[src/rtl/window_sched_pkg.sv]
// Shared definitions for the window computation actor scheduler and its firing FSM.
package window_sched_pkg;

  localparam int unsigned ModeW = 2;

  localparam logic [ModeW-1:0] MODE_SETUP_COMP = 2'b00;
  localparam logic [ModeW-1:0] MODE_COMP       = 2'b01;
  localparam logic [ModeW-1:0] MODE_OUTPUT     = 2'b10;

  typedef enum logic [2:0] {
    ST_IDLE    = 3'd0,
    ST_CHECK   = 3'd1,
    ST_LAUNCH  = 3'd2,
    ST_WAIT    = 3'd3,
    ST_ADVANCE = 3'd4,
    ST_HALT    = 3'd5
  } sched_state_t;

  // Ceiling log2, never below 1 so it can size a counter directly.
  function automatic int unsigned log2(input int unsigned v);
    int unsigned r;
    r = 1;
    while ((32'd1 << r) < v) r = r + 1;
    return r;
  endfunction

  // Mode sequence SETUP_COMP -> COMP -> OUTPUT -> SETUP_COMP.
  function automatic logic [ModeW-1:0] mode_next(input logic [ModeW-1:0] m);
    case (m)
      MODE_SETUP_COMP: return MODE_COMP;
      MODE_COMP:       return MODE_OUTPUT;
      default:         return MODE_SETUP_COMP;
    endcase
  endfunction

endpackage

[src/rtl/window_enable_check.sv]
// Combinational CFDF enable decision: current mode vs. FIFO populations.
module window_enable_check
  import window_sched_pkg::*;
#(
  parameter int unsigned size      = 3,
  parameter int unsigned pop_width = 8
) (
  input  logic [ModeW-1:0]     mode_in,
  input  logic [pop_width-1:0] data_pop,
  input  logic [pop_width-1:0] len_pop,
  input  logic [pop_width-1:0] cmd_pop,
  input  logic [pop_width-1:0] out_free,
  output logic                 enable_c
);

  always_comb begin
    enable_c = 1'b0;
    case (mode_in)
      MODE_SETUP_COMP: enable_c = (data_pop >= pop_width'(size)) &&
                                  (len_pop  >= pop_width'(1)) &&
                                  (cmd_pop  >= pop_width'(1));
      MODE_COMP:       enable_c = 1'b1;
      MODE_OUTPUT:     enable_c = (out_free >= pop_width'(1));
      default:         enable_c = 1'b0;
    endcase
  end

endmodule

[src/rtl/window_comp_scheduler.sv]
// Enable/invoke scheduler for the window computation actor.
// Optional WAIT watchdog with sticky error/HALT: define WINDOW_SCHED_WATCHDOG_EN.
module window_comp_scheduler
  import window_sched_pkg::*;
#(
  parameter int unsigned size      = 3,
  parameter int unsigned pop_width = 8
`ifdef WINDOW_SCHED_WATCHDOG_EN
  ,
  parameter int unsigned wd_limit  = 64
`endif
) (
  input  logic                 clk,
  input  logic                 rst,
  input  logic                 en_in,
  input  logic [pop_width-1:0] data_pop,
  input  logic [pop_width-1:0] len_pop,
  input  logic [pop_width-1:0] cmd_pop,
  input  logic [pop_width-1:0] out_free,
  input  logic [1:0]           length_in,
  input  logic [1:0]           command_in,
  input  logic                 fire_done_in,
  output logic                 fire_start_out,
  output logic [ModeW-1:0]     fire_mode_out,
  output logic [1:0]           length_out,
  output logic [1:0]           command_out,
  output logic                 len_rd_out,
  output logic                 cmd_rd_out,
  output logic                 busy_out,
  output logic                 error_out
);

  sched_state_t     r_state;
  sched_state_t     w_state_nxt;
  logic [ModeW-1:0] r_mode;
  logic             w_enable;
  logic             r_fire_start;
  logic             r_pop;
  logic             r_busy;
  logic [1:0]       r_length;
  logic [1:0]       r_command;

  window_enable_check #(
    .size      (size),
    .pop_width (pop_width)
  ) u_enable_check (
    .mode_in  (r_mode),
    .data_pop (data_pop),
    .len_pop  (len_pop),
    .cmd_pop  (cmd_pop),
    .out_free (out_free),
    .enable_c (w_enable)
  );

`ifdef WINDOW_SCHED_WATCHDOG_EN
  localparam int unsigned WdW = log2(wd_limit);

  logic [WdW-1:0] r_wd_cnt;
  logic           r_error;
  logic           w_wd_expired;

  assign w_wd_expired = (r_wd_cnt == WdW'(wd_limit - 1));

  // Counts WAIT cycles; zero on the first WAIT cycle of each firing.
  always_ff @(posedge clk or negedge rst) begin
    if (!rst) begin
      r_wd_cnt <= '0;
      r_error  <= 1'b0;
    end else begin
      r_wd_cnt <= (r_state == ST_WAIT) ? r_wd_cnt + WdW'(1) : '0;
      if (w_state_nxt == ST_HALT) r_error <= 1'b1;
    end
  end

  assign error_out = r_error;
`else
  assign error_out = 1'b0;
`endif

  always_ff @(posedge clk or negedge rst) begin
    if (!rst) r_state <= ST_IDLE;
    else      r_state <= w_state_nxt;
  end

  always_comb begin
    w_state_nxt = r_state;
    case (r_state)
      ST_IDLE:    if (en_in) w_state_nxt = ST_CHECK;
      ST_CHECK: begin
        if (!en_in)        w_state_nxt = ST_IDLE;
        else if (w_enable) w_state_nxt = ST_LAUNCH;
      end
      ST_LAUNCH:  w_state_nxt = ST_WAIT;
      ST_WAIT: begin
        if (fire_done_in) w_state_nxt = ST_ADVANCE;
`ifdef WINDOW_SCHED_WATCHDOG_EN
        else if (w_wd_expired) w_state_nxt = ST_HALT;
`endif
      end
      ST_ADVANCE: w_state_nxt = en_in ? ST_CHECK : ST_IDLE;
      ST_HALT:    w_state_nxt = ST_HALT;
      default:    w_state_nxt = ST_IDLE;
    endcase
  end

  // Outputs registered from the next state so they line up with the state they belong to.
  always_ff @(posedge clk or negedge rst) begin
    if (!rst) begin
      r_mode       <= MODE_SETUP_COMP;
      r_fire_start <= 1'b0;
      r_pop        <= 1'b0;
      r_busy       <= 1'b0;
      r_length     <= 2'b00;
      r_command    <= 2'b00;
    end else begin
      r_fire_start <= (w_state_nxt == ST_LAUNCH);
      r_pop        <= (w_state_nxt == ST_LAUNCH) && (r_mode == MODE_SETUP_COMP);
      r_busy       <= (w_state_nxt == ST_WAIT);
      if ((r_state == ST_LAUNCH) && (r_mode == MODE_SETUP_COMP)) begin
        r_length  <= length_in;
        r_command <= command_in;
      end
      if (r_state == ST_ADVANCE) r_mode <= mode_next(r_mode);
    end
  end

  assign fire_start_out = r_fire_start;
  assign fire_mode_out  = r_mode;
  assign length_out     = r_length;
  assign command_out    = r_command;
  assign len_rd_out     = r_pop;
  assign cmd_rd_out     = r_pop;
  assign busy_out       = r_busy;

endmodule

[config.mk]
export PLATFORM = sky130hd
export DESIGN_NAME = window_comp_scheduler
export DESIGN_NICKNAME = d
export VERILOG_FILES = /design/src/rtl/window_sched_pkg.sv /design/src/rtl/window_enable_check.sv /design/src/rtl/window_comp_scheduler.sv
export SDC_FILE = /design/constraint.sdc
export NUM_CORES = 1
export LEC_CHECK = 0
export ABC_AREA = 1
export CAP_MARGIN = 20
export CELL_PAD_IN_SITES_DETAIL_PLACEMENT = 2
export CELL_PAD_IN_SITES_GLOBAL_PLACEMENT = 2
export CORE_MARGIN = 5
export CORE_UTILIZATION = 17
export CTS_CLUSTER_DIAMETER = 60
export CTS_CLUSTER_SIZE = 24
export DETAILED_ROUTE_END_ITERATION = 8
export MAX_ROUTING_LAYER = met4
export PLACE_DENSITY_LB_ADDON = 0.1
export REMOVE_ABC_BUFFERS = 1
export SLEW_MARGIN = 25
export SYNTH_ARGS = -nofsm -noshare
export SYNTH_HDL_FRONTEND = slang
export SYNTH_SLANG_ARGS = --single-unit
[constraint.sdc]
create_clock -name clk -period 1.87 [get_ports clk]
set_clock_uncertainty 0.05 [all_clocks]
set_input_delay 0.4675 -clock clk [delete_from_list [all_inputs] [get_ports clk]]
set_output_delay 0.4675 -clock clk [all_outputs]
set_load 0.01 [all_outputs]
-- Word level (Yosys, flattened, before mapping)
Index checks and enable logic that the tools add are counted.
- order comparisons: 4
- reduce and logical (&&, ||, !) cells: 6
- multiplexer cells: 8
- equality and inequality tests: 9
- operators by type and width (cell ; number):
    $ge 8x1->1 const B ; 3
    $pmux 3 s6 ; 1
    $eq 3x2->1 const B ; 4
    $mux 3 ; 4
    $ge 8x2->1 const B ; 1
    $eq 3x3->1 const B ; 2
    $logic_and 1x1->1 ; 4
    $pmux 2 s2 ; 1
    $eq 3x1->1 const B ; 1
    $logic_not 3->1 ; 1
    $pmux 1 s3 ; 1
    $eq 2x1->1 const B ; 1
    $eq 2x2->1 const B ; 1
    $logic_not 2->1 ; 1
    $mux 1 ; 1
- logic and storage cells: 34
- output and inout port bits: 11
- register bits: 12

-- Longest topological paths before layout
- depth in word-level cells: 9
- mapped depth: 8
- gate-level depth less buffers: 8

-- Cells and area by module
A second synthesis with hierarchy kept.
- cell total of the unflattened synthesis: 97
- area, all modules: 681.9 um^2
- by module, submodules not included (module ; times used ; sequential area each (um^2) ; cells each ; area each (um^2)):
    window_comp_scheduler ; 1 ; 300.3 ; 62 ; 544.3
    window_enable_check ; 1 ; 0.0 ; 35 ; 137.6

-- Worst setup path before layout
Ideal clock, no wire load.
- path kind: register -> register
- from: register r_mode[1], in the netlist fire_mode_out[1]
- to: register r_command[0], in the netlist command_out[0]
- cell stages (with the launch flop): 4
- slack: 0.692 ns
- required time: 1.695 ns
- arrival: 1.003 ns
- path buffers: 0
- path through: dfrtp_1 -> nor2_4 -> nand4_4 -> mux2_2
- word-level cells in the longest chain between the ends: 2
- RTL lines (element ; line ; RTL):
    start: declaration ; window_comp_scheduler.sv:35 ; logic [ModeW-1:0] r_mode;
    start signal: assignment ; window_comp_scheduler.sv:123 ; if (r_state == ST_ADVANCE) r_mode <= mode_next(r_mode);
    $logic_not 2->1 ; window_comp_scheduler.sv:119 ; if ((r_state == ST_LAUNCH) && (r_mode == MODE_SETUP_COMP)) begin
    $logic_and 1x1->1 ; window_comp_scheduler.sv:119 ;
    end signal: assignment ; window_comp_scheduler.sv:121 ; r_command <= command_in;
    end: declaration ; window_comp_scheduler.sv:41 ; logic [1:0] r_command;
Every way passes these cells.
A chain may end at the register's enable or synchronous reset.

-- Worst setup path in the final report
- from: register r_mode[0], in the netlist fire_mode_out[0]
- to: output port fire_mode_out[0]
- RTL lines (element ; line ; RTL):
    end: declaration ; window_comp_scheduler.sv:24 ; output logic [ModeW-1:0] fire_mode_out,
No word-level cell between the ends.

==> results.cfg <==
[place]
dp.cells = 201
gp_congestion = 0.655
port_buffers = 49
dp_slack_ns = 0.205
dp_hpwl_um = 2080

[outcome]
status = finished clean

[setup_path]
critical_path.endpoint_type = output port
cp_top_family = buffers and inverters
cpMaxStageDelayCell = clkdlybuf4s50_1
cp.required_ns = 1.35
cp_cell_sequence = clkdlybuf4s50_1
cp-start-kind = flip-flop
max_stage_delay_ns = 0.57
r2r_slack_ns = 0.53
worstPathMaxFanout = 3
crit_type = reg -> out
worst-path-buf-inv = 1
cp.arrival_ns = 1.22

[final_layout]
fillers = 466
instances_no_fill = 205
layout-drive-gt1-share_pct = 7.10
utilization_pct = 32.7
final_nets = 196
final_common_cell = clkdlybuf4s50_1
diodes = 0
final_cell_mix = clkdlybuf4s50_1, nand2_1, nor2_1, inv_1, dfrtp_1
synthToLayoutAreaGrowth_pct = 82.8

[clocking]
htree_levels = 1
cts_buffers = 3
holdBufCountCts = 0
cts_sinks = 12
tritoncts = done
clockBufferDepth = 2
path_clk_slew_ns = 0.05
post_cts_resized = 0
cts_root_buf = clkbuf_8
clock_latency_ns = 0.24
cts_setup_buffers = 0

[global_routing]
grt_remaining_overflow = 0
grt_max_degree = 13
antenna_found_initial = 0
grt_use_total_pct = 9.08
grt_pass1_wl_um = 3910
grt_pass1_vias = 890

[die]
start_util_pct = 17.9
io_pins = 51
die_y_um = 75.3
rows = 23
die_w_um = 75.3
core_um2 = 4060
die_area_um2 = 5680

[sta]
rsz0062_at_grt = no
slew_viol_final = 0
fin_crit_sh_pct = 92.8
finalWorstSetupSlack_ns = 0.134
tns_ns = 0
max_freq_mhz = 576
setup_viol_count_final = 0
hold_viol_final = 0
worstMarginPinSlew_ns = 0.544
slew_headroom_pct = 63.6
min_period_ns = 1.74

[synthesis]
yosysWarnings = 0
yosys.cell_types.count = 16
netlist_area_um2 = 726
synth_mux_area_share_pct = 6.21
synth_top_family_by_area = simple AND/OR/NAND/NOR gates
synth-simple-area-share_pct = 35.3
ys_seq_area_share_pct = 41.4
synth_compound_area_share_pct = 4.14
syn_inst = 103
ys_seq_elements = 12
synth-xor-area-share_pct = 0
synthAdderAreaFrac_pct = 0
avgSynthCellArea_um2 = 7.05

[drt]
num_vias = 826
via_per_inst = 4.03
drcViolationCount = 0
drt_first_iter_violations = 21
wire_per_inst_um = 11.7
first_pass_iters = 2
ant_nets = 0
routed_wl_um = 2400

[pwr]
irDropWorstVdd_v = 0.000510
p_leak_nw = 0.642
powerDensity_nw_per_um2 = 1070
finalPower_mw = 1.41

[run]
cap_viol_max_count = 0

[hold_path]
hold_path_class = reg -> reg
## logic make-up after synthesis
kind of cell,count (synthesis)
buffers and inverters,22
flip-flops,12
other,1
AND/OR/NAND/NOR,59
AO/OA/AOI/OAI,5
multiplexers,4
## cells in the mapped netlist
master    number  area share (%)
a211oi_1       1             1.0
inv_1         20              10
conb_1         1            0.52
mux2_2         4             6.2
nand4_4        1             2.9
nand2_1       27              14
nor2_1        23              12
o21bai_1       1             1.0
a21oi_1        1            0.69
nand3_1        5             3.4
dfrtp_1       12              41
nor2_4         1             1.6
nor3_1         1            0.69
buf_4          2             2.1
nand4_1        1            0.86
o21ai_0        2             1.4
## power breakdown
| group | total (mW) | switching (mW) | internal (mW) |
|---|---|---|---|
| logic | 0.676 | 0.306 | 0.370 |
| clock network | 0.285 | 0.0987 | 0.186 |
| registers | 0.452 | 0.0776 | 0.374 |
## final timing paths
path / start / to / cells after the start
max in group asynchronous: rst / fire_mode_out[0] / 1
worst max-delay path: fire_mode_out[0] / fire_mode_out[0] / 1
min in group asynchronous: rst / command_out[0] / 1
worst min-delay path: length_out[1] / length_out[1] / 1
worst min register to register: length_out[1] / length_out[1] / 1
worst max register to register: fire_mode_out[1] / command_out[0] / 4
## through the flow
step	hold WS, ns	area (um^2)
floorplan	0.122	711
global placement	0.436	1270
detailed placement	0.449	1270
CTS	0.462	1330
global route	0.485	1330
finish	0.455	1330
## metal layers
| layer | vias to the layer above | GRT usage (%) | routed length, um |
|---|---|---|---|
| li1 | 409 | - | - |
| met1 | 383 | 10.8 | 994 |
| met2 | 32 | 15.2 | 1180 |
| met3 | 2 | 2.77 | 202 |
| met4 | 0 | 1.75 | 19 |
| met5 | - | - | 0 |
## flip-flops by register name, summed over array words and instances, names as in the netlist
| signal | count |
|---|---|
| command_out | 2 |
| busy_out | 1 |
| fire_mode_out | 2 |
| length_out | 2 |
| fire_start_out | 1 |
| cmd_rd_out | 1 |
| r_state | 3 |
## area by class of cell
cell class              instances  area [um^2]  share of cell area, %
repair buffers                 50          498                   37.5
multi-input cells              69          335                   25.3
inverters                      20         75.1                   5.66
flip-flops and latches         12          300                   22.6
clock buffers                   4         55.1                   4.15
well taps                      50         62.6                   4.72
Power figures use the tool's default switching activity.
